**config.mk**
```make
export PLATFORM = sky130hd
export DESIGN_NAME = uart_hex_rx
export DESIGN_NICKNAME = d
export VERILOG_FILES = /design/src/rtl/uart_hex_rx.sv
export SDC_FILE = /design/constraint.sdc
export NUM_CORES = 1
export LEC_CHECK = 0
export BUFFER_PORTS_ARGS = -buffer_cell sky130_fd_sc_hd__buf_2
export CORE_UTILIZATION = 54
export CTS_CLUSTER_DIAMETER = 30
export CTS_CLUSTER_SIZE = 8
export DETAILED_ROUTE_END_ITERATION = 8
export HOLD_SLACK_MARGIN = 0.15
export PLACE_DENSITY = 0.71
export SLEW_MARGIN = 30
export SYNTH_ARGS = -nofsm -noshare
export SYNTH_HDL_FRONTEND = slang
export SYNTH_SLANG_ARGS = --single-unit
```
**constraint.sdc**
```tcl
create_clock -name clk -period 3.9 [get_ports clk]
set_input_delay 0.78 -clock clk [delete_from_list [all_inputs] [get_ports clk]]
set_output_delay 0.78 -clock clk [all_outputs]
set_load 0.1 [all_outputs]
```
**src/rtl/uart_hex_rx.sv**
```systemverilog
// uart_hex_rx: 8N1 UART receiver that rebuilds bytes from pairs of ASCII hex
// digits, low nibble first, no delimiter between characters.
//
// Ports:
//   clk        system clock
//   n_rst      asynchronous active-low reset
//   sel        baud select, 0 = BIT_CNT0 clk/bit, 1 = BIT_CNT1 clk/bit
//   rxd        serial input, asynchronous to clk
//   rx_data    last assembled byte {high nibble, low nibble}
//   rx_valid   one-cycle pulse, rx_data just updated
//   pending    a low nibble is held, waiting for its high nibble
//   busy       receiver FSM is not idle
//   frame_err  one-cycle pulse, stop bit sampled low
//   char_err   one-cycle pulse, framed character is not a hex digit
module uart_hex_rx #(
   parameter int BIT_CNT0     = 5208,
   parameter int BIT_CNT1     = 434,
   parameter bit RX_INVERT    = 1'b0,
   parameter int TIMEOUT_BITS = 20
) (
   input  logic       clk,
   input  logic       n_rst,
   input  logic       sel,
   input  logic       rxd,
   output logic [7:0] rx_data,
   output logic       rx_valid,
   output logic       pending,
   output logic       busy,
   output logic       frame_err,
   output logic       char_err
);

   localparam int MAXN = (BIT_CNT0 > BIT_CNT1) ? BIT_CNT0 : BIT_CNT1;
   localparam int CW   = $clog2(MAXN + 1);
   localparam int TW   = $clog2(MAXN * TIMEOUT_BITS + 1);

   typedef enum logic [1:0] {
      IDLE  = 2'd0,
      START = 2'd1,
      DATA  = 2'd2,
      STOP  = 2'd3
   } state_t;

   state_t        state, state_nx;

   logic [1:0]    sync_q;
   logic          line, line_q, armed, start_det, start_go;
   logic          smp_start, smp_data, smp_stop;
   logic [CW-1:0] n_q, cnt, half, last;
   logic [2:0]    bit_idx;
   logic [7:0]    shreg;
   logic [3:0]    nib;
   logic          dig_ok;
   logic [3:0]    dig;
   logic [TW-1:0] to_cnt, to_lim;
   logic          to_expire;

   // {valid, value} for an ASCII hex digit
   function automatic logic [4:0] hex_decode(input logic [7:0] c);
      logic [4:0] r;
      r = 5'h00;
      if (c >= 8'h30 && c <= 8'h39)
         r = {1'b1, c[3:0]};
      else if ((c >= 8'h41 && c <= 8'h46) || (c >= 8'h61 && c <= 8'h66))
         r = {1'b1, c[3:0] + 4'd9};
      return r;
   endfunction

   // Synchronizer resets to the value that reads as a low line, so the
   // receiver cannot arm until real idle level has been seen.
   always_ff @(posedge clk or negedge n_rst) begin
      if (!n_rst) begin
         sync_q <= {2{RX_INVERT}};
         line_q <= 1'b0;
         armed  <= 1'b0;
      end else begin
         sync_q <= {sync_q[0], rxd};
         line_q <= line;
         armed  <= armed | line;
      end
   end

   assign line      = sync_q[1] ^ RX_INVERT;
   assign start_det = armed & line_q & ~line;
   assign half      = n_q >> 1;
   assign last      = n_q - CW'(1);
   assign busy      = (state != IDLE);

   always_ff @(posedge clk or negedge n_rst) begin
      if (!n_rst) state <= IDLE;
      else        state <= state_nx;
   end

   always_comb begin
      state_nx  = state;
      smp_start = 1'b0;
      smp_data  = 1'b0;
      smp_stop  = 1'b0;
      unique case (state)
         IDLE:  if (start_det) state_nx = START;
         START: if (cnt == half) begin
                   smp_start = 1'b1;
                   // high at mid start bit is a glitch, drop silently
                   state_nx  = line ? IDLE : DATA;
                end
         DATA:  if (cnt == last) begin
                   smp_data = 1'b1;
                   if (bit_idx == 3'd7) state_nx = STOP;
                end
         STOP:  if (cnt == last) begin
                   smp_stop = 1'b1;
                   // a start edge coinciding with the return to idle is kept
                   state_nx = start_det ? START : IDLE;
                end
         default: state_nx = IDLE;
      endcase
   end

   assign start_go = (state_nx == START) && (state != START);

   // Bit timing: cnt restarts at every start and every sample point.
   always_ff @(posedge clk or negedge n_rst) begin
      if (!n_rst) begin
         cnt     <= '0;
         n_q     <= CW'(BIT_CNT0);
         bit_idx <= 3'd0;
         shreg   <= 8'h00;
      end else begin
         if (start_go || smp_start || smp_data || smp_stop || state == IDLE)
            cnt <= '0;
         else
            cnt <= cnt + CW'(1);
         if (start_go) begin
            n_q     <= sel ? CW'(BIT_CNT1) : CW'(BIT_CNT0);
            bit_idx <= 3'd0;
         end else if (smp_data) begin
            bit_idx <= bit_idx + 3'd1;
         end
         if (smp_data) shreg <= {line, shreg[7:1]};
      end
   end

   assign {dig_ok, dig} = hex_decode(shreg);

   // Orphan low nibble timeout, counted only while idle.
   assign to_lim    = TW'(TIMEOUT_BITS) * TW'(n_q);
   assign to_expire = pending && (state == IDLE) && !start_det &&
                      (to_cnt == to_lim - TW'(1));

   always_ff @(posedge clk or negedge n_rst) begin
      if (!n_rst)
         to_cnt <= '0;
      else if (!pending || start_go || to_expire)
         to_cnt <= '0;
      else if (state == IDLE)
         to_cnt <= to_cnt + TW'(1);
   end

   // Character acceptance and nibble pairing; pulses land one cycle after
   // the stop sample.
   always_ff @(posedge clk or negedge n_rst) begin
      if (!n_rst) begin
         rx_data   <= 8'h00;
         rx_valid  <= 1'b0;
         frame_err <= 1'b0;
         char_err  <= 1'b0;
         pending   <= 1'b0;
         nib       <= 4'h0;
      end else begin
         rx_valid  <= 1'b0;
         frame_err <= 1'b0;
         char_err  <= 1'b0;
         if (smp_stop) begin
            if (!line) begin
               frame_err <= 1'b1;
               pending   <= 1'b0;
            end else if (!dig_ok) begin
               char_err <= 1'b1;
               pending  <= 1'b0;
            end else if (pending) begin
               rx_data  <= {dig, nib};
               rx_valid <= 1'b1;
               pending  <= 1'b0;
            end else begin
               nib     <= dig;
               pending <= 1'b1;
            end
         end else if (to_expire) begin
            pending <= 1'b0;
         end
      end
   end

endmodule
```
==> results_dict.tcl <==
set metrics [dict create \
    post-route-period-util 0.876 \
    wl_per_cell_um 15.3 \
    crit_arrival_ns 3.65 \
    antenna_found_initial 0 \
    synth-edff-count 0 \
    ys.flop_type "dfrtp_1" \
    grt_pass1_vias 2565 \
    clk_latency_ns 0.35 \
    status "completed" \
    peakVddDrop_v 0.000335 \
    tightest_slew_ns 0.599 \
    ys_warn_count 0 \
    hold_ws_ns 0.353 \
    cts_tree "yes" \
    drive_above_1_share 0.181 \
    firstDrtPassIters 4 \
    n_antenna_cell 0 \
    required_ns 4.13 \
    postSynthAreaPerCell_um2 10.5 \
    mostFrequentLayoutCells "64 x dfrtp_1, 33 x nor2_1, 25 x nor3_1, 24 x nand2_1, 23 x xnor2_1" \
    synth_seq_area_share 0.442 \
    via_per_inst 5.86 \
    fp.dieH_um 84.6 \
    area_delta_synth_final_pct 9.10 \
    end_kind "flop" \
    fp.dieW_um 84.6 \
    hold_viol 0 \
    finalClockSkew_ns 0.00748 \
    finalSetupTns_ns 0 \
    first_iter_violations 166 \
    hold_buffers 0 \
    num_rows 29 \
    slew_headroom 0.596 \
    critPathLaunchType "flop" \
    portBuffers 16 \
    ctsResizeCount 0 \
    ant_nets 0 \
    final_max_slew_viol_count 0 \
    syn_nets 372 \
    cts_buffers 9 \
    wl_mm 6.86 \
    dp_hpwl_mm 4.72 \
    root_buffer "clkbuf_8" \
    gp_congestion 0.794 \
    syn_inst 352 \
    final_common_cell "dfrtp_1" \
    rsz0062_at_grt "no" \
    io_pins 17 \
    overflow 0 \
    die_area_mm2 0.00716 \
    powerDensity_mw_per_mm2 563 \
    worst-path-max-fanout 15 \
    synth_cell_types 58 \
    max_freq_mhz 293 \
    drc_errors 0 \
    fin_nets 385 \
    start_util 0.571 \
    leakage_nw 1.80 \
    hold_path.class "flop to flop" \
    async_flop_share 1.00 \
    post_cts_buffers 0 \
    vias 2620 \
    clk_pin_slew_ns 0.08 \
    synth_area_mm2 0.00368 \
    max-clock-path-buffers 2 \
    grt_max_degree 42 \
    drv_cap 0 \
    htreeDepth 3 \
    min_period_ns 3.42 \
    ys_seq_elements 65 \
    grt_util_all_layers 0.216 \
    cts.sinks 65 \
    coreArea_mm2 0.00646 \
    crit_type "flop to flop" \
    grt_pass1_wl_mm 12.1 \
    setup_violations 0 \
]
==> registers in the layout, indices dropped and copies added (netlist names), 2 cells and up <==
register	cells
rx_data	8
nib	4
cnt	13
bit_idx	3
shreg	8
to_cnt	17
state	2
n_q	2
sync_q	2
==> stage by stage <==
step	util	area (um^2)	power [W]	cells	setup WS [ns]
6_report	0.622	4020	0.00227	447	0.485
5_1_grt	0.622	4020	0.00240	447	0.260
4_1_cts	0.622	4020	0.00228	447	0.467
3_5_place_dp	0.580	3740	0.00150	431	0.492
3_3_place_gp	0.580	3740	0.00148	431	0.603
2_1_floorplan	-	3680	0.00140	352	1.02
==> metal layers <==
layer | global-route usage | up-vias | routed length, um
met3 | 0.0531 | 10 | 196
met5 | 0 | - | 0
met1 | 0.290 | 1298 | 3390
met2 | 0.330 | 35 | 3170
met4 | 0.102 | 0 | 97
li1 | - | 1277 | -
==> area by class of cell <==
cell class | count | area [um^2]
fill | 526 | 2440
multi-input combinational | 260 | 1880
sequential | 65 | 1630
clock buffer | 10 | 138
clock inverter | 6 | 138
tap | 77 | 96.3
timing repair buffer | 18 | 95.1
inverter | 11 | 41.3
==> Yosys cell counts (all sizes together), types with 3 or more instances <==
cell type / n / share of area
or4: 4 / 0.0092
nand4: 9 / 0.015
dfrtp: 64 / 0.43
mux2i: 5 / 0.017
clkbuf: 5 / 0.011
inv: 11 / 0.011
nor4: 3 / 0.0092
nand2: 24 / 0.024
xnor2: 23 / 0.055
a2111oi: 3 / 0.0071
and3: 8 / 0.014
xor2: 21 / 0.050
nor3: 26 / 0.037
nor2: 33 / 0.034
o21ai: 7 / 0.0095
o2111ai: 3 / 0.0071
nand3: 17 / 0.023
buf: 11 / 0.025
mux2: 19 / 0.058
nand3b: 3 / 0.0061
ha: 16 / 0.054
a21oi: 3 / 0.0041
==> report_power, final <==
part / switching, W / internal (W) / total [W] / leakage (nW)
registers: 0.000109 / 0.000721 / 0.000830 / 0.882
clock network: 0.000266 / 0.000510 / 0.000776 / 0.137
logic: 0.000393 / 0.000267 / 0.000660 / 0.781
total: 0.000768 / 0.00150 / 0.00227 / 1.80
==> final timing paths <==
path	startpoint	endpoint	slack, ns	depth (start not counted)
hold / removal	sync_q[0]	sync_q[1]	0.35	0
setup reg to reg	n_q[8]	nib[3]	0.48	7
setup / recovery	n_q[8]	nib[3]	0.48	7
max in group asynchronous	n_rst	shreg[7]	2.58	2
min in group asynchronous	n_rst	to_cnt[12]	0.41	1
hold reg to reg	sync_q[0]	sync_q[1]	0.35	0
==> worst max-delay path: stages, from the launching register on <==
cell and delay, ns:
dfrtp_1 0.63, inv_1 0.23, ha_1 0.59, xnor2_1 0.12
or4_1 0.50, a2111oi_0 0.51, nand4b_1 0.36, mux2_2 0.36
==> cell families after synthesis <==
kind of cell / share of synthesized area
AND/OR/NAND/NOR: 0.210
flip-flops: 0.442
XOR/XNOR: 0.105
AO/OA/AOI/OAI: 0.0672
buffers and inverters: 0.0469
multiplexers: 0.0750
adder cells (fa/ha/maj): 0.0543
No activity file was read; power rests on OpenSTA's default activity.
